### src/rtl/spike_event_logger.sv
// Spike event logger: timestamps rising edges on two neuron spike lines,
// queues them in a 4-deep FIFO and serializes each 16-bit event as two bytes.
module spike_event_logger (
  input  logic       clk,
  input  logic       rst,
  input  logic       ena,
  input  logic [1:0] spike_in,
  output logic [7:0] out_data,
  output logic       out_valid,
  input  logic       out_ready,
  output logic       overflow,
  output logic [2:0] fifo_count
);

  // state   | meaning
  // IDLE    | nothing queued, out_valid low
  // SEND_HI | presenting {mask, ts[13:8]} of head entry (loaded once on entry)
  // SEND_LO | presenting ts[7:0] of head entry; handshake pops it
  typedef enum logic [1:0] {IDLE, SEND_HI, SEND_LO} state_t;

  state_t      state, state_d;
  logic [13:0] ts;
  logic [1:0]  prev, rise;
  logic        evt, push, pop;
  logic [15:0] evt_word, head;
  logic [7:0]  next_hi;
  logic [15:0] mem [4];
  logic [1:0]  wr_ptr, rd_ptr;
  logic        valid_d;
  logic [7:0]  data_d;

  assign rise     = spike_in & ~prev;
  assign evt      = ena && (rise != 2'b00);
  assign evt_word = {rise, ts};
  assign pop      = (state == SEND_LO) && out_valid && out_ready;
  assign push     = evt && ((fifo_count != 3'd4) || pop);
  assign head     = mem[rd_ptr];
  // With a single entry left, the entry following the pop is the one being pushed now.
  assign next_hi  = (fifo_count == 3'd1) ? evt_word[15:8] : mem[rd_ptr + 2'd1][15:8];

  always_ff @(posedge clk) begin
    if (rst) begin
      ts         <= '0;
      prev       <= '0;
      wr_ptr     <= '0;
      rd_ptr     <= '0;
      fifo_count <= '0;
      overflow   <= 1'b0;
    end else begin
      prev <= spike_in;
      if (ena) ts <= ts + 14'd1;
      if (push) begin
        mem[wr_ptr] <= evt_word;
        wr_ptr      <= wr_ptr + 2'd1;
      end
      if (pop) rd_ptr <= rd_ptr + 2'd1;
      if (evt && !push) overflow <= 1'b1;
      case ({push, pop})
        2'b10:   fifo_count <= fifo_count + 3'd1;
        2'b01:   fifo_count <= fifo_count - 3'd1;
        default: fifo_count <= fifo_count;
      endcase
    end
  end

  always_ff @(posedge clk) begin
    if (rst) begin
      state     <= IDLE;
      out_valid <= 1'b0;
      out_data  <= 8'h00;
    end else begin
      state     <= state_d;
      out_valid <= valid_d;
      out_data  <= data_d;
    end
  end

  always_comb begin
    state_d = state;
    valid_d = out_valid;
    data_d  = out_data;
    case (state)
      IDLE: begin
        valid_d = 1'b0;
        if (fifo_count != 3'd0) state_d = SEND_HI;
      end
      SEND_HI: begin
        if (!out_valid) begin
          valid_d = 1'b1;
          data_d  = head[15:8];
        end else if (out_ready) begin
          state_d = SEND_LO;
          data_d  = head[7:0];
        end
      end
      SEND_LO: begin
        if (out_ready) begin
          if ((fifo_count != 3'd1) || push) begin
            state_d = SEND_HI;
            data_d  = next_hi;
          end else begin
            state_d = IDLE;
            valid_d = 1'b0;
          end
        end
      end
      default: begin
        state_d = IDLE;
        valid_d = 1'b0;
      end
    endcase
  end

endmodule

### config.mk
export PLATFORM = sky130hd
export DESIGN_NAME = spike_event_logger
export DESIGN_NICKNAME = d
export VERILOG_FILES = /design/src/rtl/spike_event_logger.sv
export SDC_FILE = /design/constraint.sdc
export NUM_CORES = 1
export LEC_CHECK = 0
export CAP_MARGIN = 40
export CORE_ASPECT_RATIO = 1.25
export CORE_UTILIZATION = 55
export CTS_CLUSTER_SIZE = 24
export DETAILED_ROUTE_END_ITERATION = 7
export PLACE_DENSITY = 0.77
export SLEW_MARGIN = 25
export SYNTH_ARGS = -nofsm -noshare
export SYNTH_HDL_FRONTEND = slang
export SYNTH_SLANG_ARGS = --single-unit
### constraint.sdc
create_clock -name clk -period 2.5 [get_ports clk]
set_input_delay 0.625 -clock clk [delete_from_list [all_inputs] [get_ports clk]]
set_output_delay 0.625 -clock clk [all_outputs]
set_load 0.05 [all_outputs]
Word level (Yosys, flattened, before mapping)
Memories as Yosys holds them, arrays and structs flattened. A register that Yosys moved wholly into a read port is not among the register bits.
Cells that the tools add are included.
{"block": "totals", "ff_bits": 35, "ram_bits": 64, "inputBits": 6, "out_inout_bits": 13, "elab_cells": 68, "memories": 1}
{"name": "mem", "words": 4, "width": 16, "rd": 2, "rd_ports_with_merged_regs": 1, "wr": 1, "line": "27", "source": "logic [15:0] mem [4];"}
{"block": "classes", "n_addsub": 5, "eq_ne": 14, "n_mux": 21, "bitwise_logic": 2, "n_reduce_logical": 16}
{"operator": "8-bit two-way mux", "n": 5}
{"operator": "8-bit case mux with 2 select lines", "n": 1}
{"operator": "14-bit by 1-bit adder with 14-bit output (second input constant)", "n": 1}
{"operator": "2-bit two-way mux", "n": 6}
{"operator": "2-bit inequality test (second input constant)", "n": 5}
{"operator": "4-bit AND reduction", "n": 2}
{"operator": "1-bit two-way mux", "n": 6}
{"operator": "3-bit inequality test (second input constant)", "n": 2}
{"operator": "2-bit case mux with 3 select lines", "n": 1}
{"operator": "3-bit case mux with 2 select lines", "n": 1}
{"operator": "2-bit nonzero test", "n": 3}
{"operator": "1-bit logical AND", "n": 5}
{"operator": "2-bit by 1-bit adder with 2-bit output (second input constant)", "n": 2}
{"operator": "2-bit by 1-bit == test with 1-bit output (second input constant)", "n": 2}
{"operator": "2-bit == test (second input constant)", "n": 2}
{"operator": "3-bit by 1-bit adder with 3-bit output (second input constant)", "n": 1}
{"operator": "3-bit by 1-bit == test with 1-bit output (second input constant)", "n": 1}
{"operator": "3-bit by 1-bit inequality test with 1-bit output (second input constant)", "n": 1}
{"operator": "3-bit nonzero test", "n": 1}
{"operator": "3-bit by 1-bit subtractor with 3-bit output (second input constant)", "n": 1}
{"operator": "2-bit AND", "n": 1}
{"operator": "2-bit logical NOT", "n": 1}
{"operator": "1-bit logical OR", "n": 2}
{"operator": "2-bit by 1-bit inequality test with 1-bit output (second input constant)", "n": 1}
{"operator": "other kinds (4)", "n": 4}

Logic depth before layout (Yosys ltp)
Gate-level depths: netlist (run 1).
{"block": "depth", "depth_word": 9, "mapped_depth": 8, "ltp_nobuf": 7}

Worst setup path before layout (run 1)
Ideal clock, no wire load.
{"block": "synth_path", "path_kind": "reg2reg", "from": "register fifo_count[0]", "to": "memory mem[0][0] (enable)", "setup_ns": 0.374, "t_arrival_ns": 1.886, "required_ns": 2.126, "setup_slack_ns": 0.240, "path_stages_with_launch": 7, "path_buffers": 0, "period_less_slack_ns": 2.260, "cell_sequence": "dfxtp_1 -> inv_1 -> ha_1 -> nand2_1 -> o21ai_1 -> nor2_1 -> and2_1"}
{"block": "synth_via", "elab_chain_cells": 6}
{"item": "start, declared", "line": "12", "source": "output logic [2:0] fifo_count"}
{"item": "start signal, assigned", "line": "59", "source": "2'b10: fifo_count <= fifo_count + 3'd1;"}
{"item": "start signal, assigned", "line": "60", "source": "2'b01: fifo_count <= fifo_count - 3'd1;"}
{"item": "start signal, assigned", "line": "61", "source": "default: fifo_count <= fifo_count;"}
{"item": "3-bit inequality test", "line": "36", "source": "assign push = evt && ((fifo_count != 3'd4) || pop);"}
{"item": "1-bit logical OR", "line": "36"}
{"item": "1-bit logical AND", "line": "36"}
{"item": "1-bit two-way mux", "line": "52", "source": "if (push) begin"}
{"item": "1-bit two-way mux", "line": "42", "source": "if (rst) begin"}
{"item": "1-bit two-way mux (implied by the code)", "line": "53", "source": "mem[wr_ptr] <= evt_word;"}
{"item": "end, declared", "line": "27"}
Every way passes these cells.

Final worst setup path (run 1)
{"block": "layout_path", "from": "register fifo_count[2]", "to": "output port fifo_count[2]"}
No word-level cell between the ends.

==> results.yml, run 1 <==
sta:
  fin_skew_ns: 0.0127
  clock.fmax_mhz: 434
  slew_headroom: 0.585
  finalSetupViolCount: 0
  holdWs_ns: 0.457
  setup-tns-final_ns: 0
  final-hold-violation-count: 0
  rsz0062_at_grt: "false"
  fin_crit_sh: 0.923
  worstMarginPinSlew_ns: 0.622
  slew_violations: 0
  fin_crit_ns: 2.31
synth:
  async_flop_share: 0
  syn_avg_cell_area_um2: 13.0
  syn_nets: 358
  yosysMostFrequentCell: "edfxtp_1"
  seq_area_frac_synth: 0.597
  netlist_top_cells_area: "edfxtp_1 (43%), dfxtp_1 (17%), mux4_2 (7.1%)"
  synthTopCellsByCount: "edfxtp_1 (64), dfxtp_1 (37), nor2_1 (32)"
  yosysWarnings: 0
  syn_inst: 343
  synth_top_cell_by_area: "edfxtp_1"
  synth_edf_count: 64
  synth_flop_cell: "edfxtp_1"
  netlist_area_mm2: 0.00446
  ys_ff_latch: 101
  ys_types: 41
  synth_top_area_share: 0.431
status:
  status: "finished, final reports clean"
critical_path:
  end_kind: "output port"
  crit_family: "buffers and inverters"
  path_max_fanout: 7
  start_kind: "register"
  slowest_stage: "clkdlybuf4s50_1"
  path_cells: "clkdlybuf4s50_1"
  cp.arrival_ns: 1.68
  cp_slowest_stage_delay_ns: 0.85
  reg2reg_slack_ns: 0.62
  cp_num_buf_inv: 1
  critPathKind: "reg2out"
  required_ns: 1.88
routing:
  totalWireLength_mm: 8.61
  antenna_violating_nets_post_route: 0
  wl_per_cell_um: 18.2
  vias_per_cell: 5.84
  route.detailed.drc: 0
  vias: 2762
  first_iter_violations: 159
  dr.pass1.iters: 5
grt:
  busiest_layer: "met2"
  track_usage: 0.223
  gr-usage-met2: 0.387
  grt_use_met3: 0.0425
  grt_overflow: 0
  grt.met1_usage: 0.264
  grt_pass1_wl_mm: 13.5
  grt_pass1_vias: 2728
  grt_max_degree: 37
  antenna_found_initial: 0
job:
  drv_cap: 0
floorplanning:
  row_count: 36
  start_util: 0.569
  fp.dieArea_mm2: 0.00847
  core_mm2: 0.00784
  die_height_um: 103
  die_w_um: 82.5
  num_io_pins: 19
cts:
  post-cts-setup-buffer-count: 0
  cts_sinks: 101
  clk_pin_slew_worst_paths_ns: 0.11
  cts_resized: 0
  cts_hold_buf: 0
  cts_buffers: 9
  clock_latency_ns: 0.36
  cts-root-buf: "clkbuf_8"
  cts-htree-levels: 3
  cts_tree: "done"
  cts_max_path_buffers: 2
place:
  place_congestion: 0.798
  io_buffers: 18
  dp_hpwl_mm: 6.18
power_and_ir_drop:
  p_clk_frac: 0.318
  p_sw_frac: 0.272
  pwr_density_cell_mw_per_mm2: 676
  power.switching_uw: 931
  comb_power_share: 0.138
  irDropWorstVdd_v: 0.000409
  pwr-share-seq: 0.544
  power.total_uw: 3420
  p_leak_uw: 0.00177
  p_int_uw: 2490
layout:
  antenna_cells: 0
  layout-drive-gt1-share: 0.164
  final_util: 0.647
  nets: 388
  area_growth_syn_to_layout_pct: 13.7
hold_path:
  hold_path_class: "reg2reg"
-- per-layer routing --
metal	vias to the layer above	part of all wire	wire length, µm
met5	-	0	0
met3	10	0.047	408
met1	1356	0.40	3450
met4	0	0.016	140
li1	1323	-	-
met2	73	0.54	4610
-- metrics by stage --
| stage | instance area [µm²] | std cells | setup slack [ns] |
|---|---|---|---|
| after CTS | 5070 | 473 | 0.173 |
| after global placement | 4850 | 457 | 0.0916 |
| final | 5070 | 473 | 0.193 |
| after global routing | 5070 | 473 | 0.131 |
| after floorplan | 4460 | 343 | 0.240 |
| after detailed placement | 4850 | 457 | 0.0321 |
-- worst paths after layout --
kind,start,end,cells past startpoint
hold / removal,out_data[7],out_data[7],2
setup / recovery,fifo_count[2],fifo_count[2],1
hold reg to reg,out_data[7],out_data[7],2
setup reg to reg,fifo_count[0],mem[3][7],7
-- cells in the final DEF, fill, tap and decap left out, drive strengths merged, types with 8 or more instances in the layout --
cell	n
buf	18
o211ai	8
inv	11
edfxtp	64
nor2	32
mux2i	15
a21oi	20
clkbuf	9
nand2	31
mux2	10
xor2	14
dfxtp	37
ha	9
clkdlybuf4s50	18
mux4	14
-- cell type report --
| type | instances | area, µm² |
|---|---|---|
| fillers | 589 | 2770 |
| flip-flops and latches | 101 | 2660 |
| multi-input cells | 217 | 1670 |
| repair buffers | 36 | 365 |
| clock buffers | 9 | 124 |
| well taps | 95 | 119 |
| clock inverters | 7 | 93.8 |
| inverters | 8 | 30.0 |
-- power groups by stage --
| stage | Combinational [µW] | Clock [µW] | Sequential [µW] |
|---|---|---|---|
| detailed placement | 476 | 0 | 1900 |
| CTS | 477 | 1100 | 1860 |
| global placement | 466 | 0 | 1900 |
| finish | 474 | 1090 | 1860 |
| floorplan | 230 | 0 | 1990 |
| global route | 515 | 1160 | 1870 |
-- sequential cells by signal, indices dropped and copies added, names as in the netlist, named ones only --
name        count
rd_ptr          2
out_valid       1
mem            64
overflow        1
fifo_count      3
prev            2
ts             14
wr_ptr          2
out_data        8
state           2
-- logic make-up after synthesis --
kind of cell    Yosys count  synth area share
flops                   101             0.597
simple gates             97             0.100
compound gates           53            0.0828
mux                      39             0.130
buf+inv                  25            0.0275
xor+xnor                 19            0.0373
fa+ha+maj                 9            0.0253
No activity file was read; power rests on OpenSTA's default activity.
==> run 2, diff against run 1 <==
--- a/config.mk
+++ b/config.mk
@@ -8,6 +8,7 @@
 export CAP_MARGIN = 40
 export CORE_ASPECT_RATIO = 1.25
 export CORE_UTILIZATION = 55
+export CTS_CLUSTER_DIAMETER = 60
 export CTS_CLUSTER_SIZE = 24
 export DETAILED_ROUTE_END_ITERATION = 7
 export PLACE_DENSITY = 0.77
==> results of run 2 <==
Final layout, timing and power as in run 1 (identical DEF).
==> run 3, diff against run 2 <==
--- a/config.mk
+++ b/config.mk
@@ -11,7 +11,7 @@
 export CTS_CLUSTER_DIAMETER = 60
 export CTS_CLUSTER_SIZE = 24
 export DETAILED_ROUTE_END_ITERATION = 7
-export PLACE_DENSITY = 0.77
+export PLACE_DENSITY = 0.73
 export SLEW_MARGIN = 25
 export SYNTH_ARGS = -nofsm -noshare
 export SYNTH_HDL_FRONTEND = slang
==> run 3 against run 2 <==
Compared with the run above: maximum frequency fell by 0.80%; global-route usage rose by 0.19 points; final area fell by 0.22%; combinational power barely moved; critical path type unchanged; critical endpoint unchanged; highest routed layer unchanged.
==> results.yml, run 3 (same netlist as run 1, synthesis figures left out) <==
status:
  status: "finished, final reports clean"
critical_path:
  end_kind: "output port"
  path_cells: "clkdlybuf4s50_1"
  start_kind: "register"
  reg2reg_slack_ns: 0.63
  cp.arrival_ns: 1.70
  critPathKind: "reg2out"
  cp_num_buf_inv: 1
  slowest_stage: "clkdlybuf4s50_1"
  r2r-end: "mem[1][7]"
  crit_family: "buffers and inverters"
  r2r_start: "fifo_count[0]"
  path_max_fanout: 7
  reg2regPathDepth: 7
  required_ns: 1.88
  cp_slowest_stage_delay_ns: 0.86
cts:
  cts-htree-levels: 3
  cts_resized: 0
  cts-root-buf: "clkbuf_8"
  clk_pin_slew_worst_paths_ns: 0.10
  clock_latency_ns: 0.36
  cts_buffers: 9
  post-cts-setup-buffer-count: 0
  cts_hold_buf: 0
  cts_sinks: 101
  cts_max_path_buffers: 2
  cts_tree: "done"
hold_path:
  hold_path_startpoint: "out_data[5]"
  hold_depth: 2
  min_delay_worst_endpoint: "out_data[5]"
  hold_path_class: "reg2reg"
job:
  drv_cap: 0
routing:
  first_iter_violations: 195
  route.detailed.drc: 0
  antenna_violating_nets_post_route: 0
  totalWireLength_mm: 8.64
  wl_per_cell_um: 18.3
  vias_per_cell: 5.81
  vias: 2747
  dr.pass1.iters: 4
sta:
  clock.fmax_mhz: 430
  final-hold-violation-count: 0
  worstMarginPinSlew_ns: 0.642
  slew_headroom: 0.571
  rsz0062_at_grt: "false"
  fin_crit_sh: 0.930
  finalSetupViolCount: 0
  fin_crit_ns: 2.33
  slew_violations: 0
  fin_skew_ns: 0.00737
layout:
  nets: 388
  nFillCells: 620
  final_util: 0.645
  final_area_mm2: 0.00506
  layout_common_cells: "edfxtp_1 (64), dfxtp_1 (37), nor2_1 (32), nand2_1 (31), a21oi_1 (19)"
  reg_top3: "mem (64), ts (14), out_data (8)"
  antenna_cells: 0
  area_growth_syn_to_layout_pct: 13.4
  layout_commonest_cell: "edfxtp_1"
  regMostFlops: "mem"
  stdcell_count: 473
  largest_register_ffs: 64
  layout-drive-gt1-share: 0.161
grt:
  grt_overflow: 0
  grt_max_degree: 37
  track_usage: 0.225
  grt_pass1_wl_mm: 13.4
  grt_pass1_vias: 2665
  antenna_found_initial: 0
power_and_ir_drop:
  irDropWorstVdd_v: 0.000437
  power.total_uw: 3390
  p_clk_frac: 0.311
  pwr-share-seq: 0.549
  p_int_uw: 2480
  p_leak_uw: 0.00177
  power.switching_uw: 905
  p_sw_frac: 0.267
  pwr_density_cell_mw_per_mm2: 670
  comb_power_share: 0.139
place:
  place_congestion: 0.808
  dp_hpwl_mm: 6.28
  io_buffers: 18
  dpl-instance-area_mm2: 0.00485
  placed_cells: 457
floorplanning:
  row_count: 36
  die_height_um: 103
  die_w_um: 82.5
  start_util: 0.569
  core_mm2: 0.00784
  num_io_pins: 19
  fp.dieArea_mm2: 0.00847
run 3: cell count changes in the layout (fill, tap and decap cells not counted), sizes merged:
cell and delta:
clkinv +1, clkinvlp -1
run 3: stage by stage:
stage               setup TNS [ns]  hold slack [ns]  setup WS, ns
finish                           0            0.454         0.175
global placement                 0            0.438        0.0242
floorplan                        0            0.499         0.240
CTS                              0            0.456         0.148
global route                     0            0.483        0.0851
detailed placement          -0.139            0.444       -0.0107
run 3: final cells by class:
class | count | area (µm²) | area share
timing repair buffer | 36 | 365 | 0.0722
clock inverter | 7 | 82.6 | 0.0163
multi-input combinational | 217 | 1670 | 0.331
tap | 95 | 119 | 0.0235
inverter | 8 | 30.0 | 0.00594
sequential | 101 | 2660 | 0.526
clock buffer | 9 | 124 | 0.0245
run 3: worst max path at each step:
stage,from,endpoint,slack [ns],cells after the start
after global placement,ena,mem[1][2],0.02,7
after CTS,fifo_count[2],fifo_count[2],0.15,1
after global routing,fifo_count[2],fifo_count[2],0.09,1
after detailed placement,ena,mem[1][8],-0.01,7
final,fifo_count[2],fifo_count[2],0.17,1
after floorplan,fifo_count[0],mem[0][0],0.24,6
run 3: metal layers:
| metal | global-route usage | routed length (µm) | up-vias |
|---|---|---|---|
| li1 | - | - | 1326 |
| met1 | 0.265 | 3530 | 1323 |
| met2 | 0.383 | 4490 | 85 |
| met3 | 0.0451 | 413 | 13 |
| met4 | 0.121 | 212 | 0 |
| met5 | 0 | 0 | - |
run 3: power by group through the flow:
stage / registers (µW) / clock network (µW) / logic (µW)
6_report: 1860 / 1050 / 472
5_1_grt: 1870 / 1150 / 510
4_1_cts: 1860 / 1080 / 475
3_5_place_dp: 1900 / 0 / 473
3_3_place_gp: 1900 / 0 / 468
2_1_floorplan: 1990 / 0 / 230
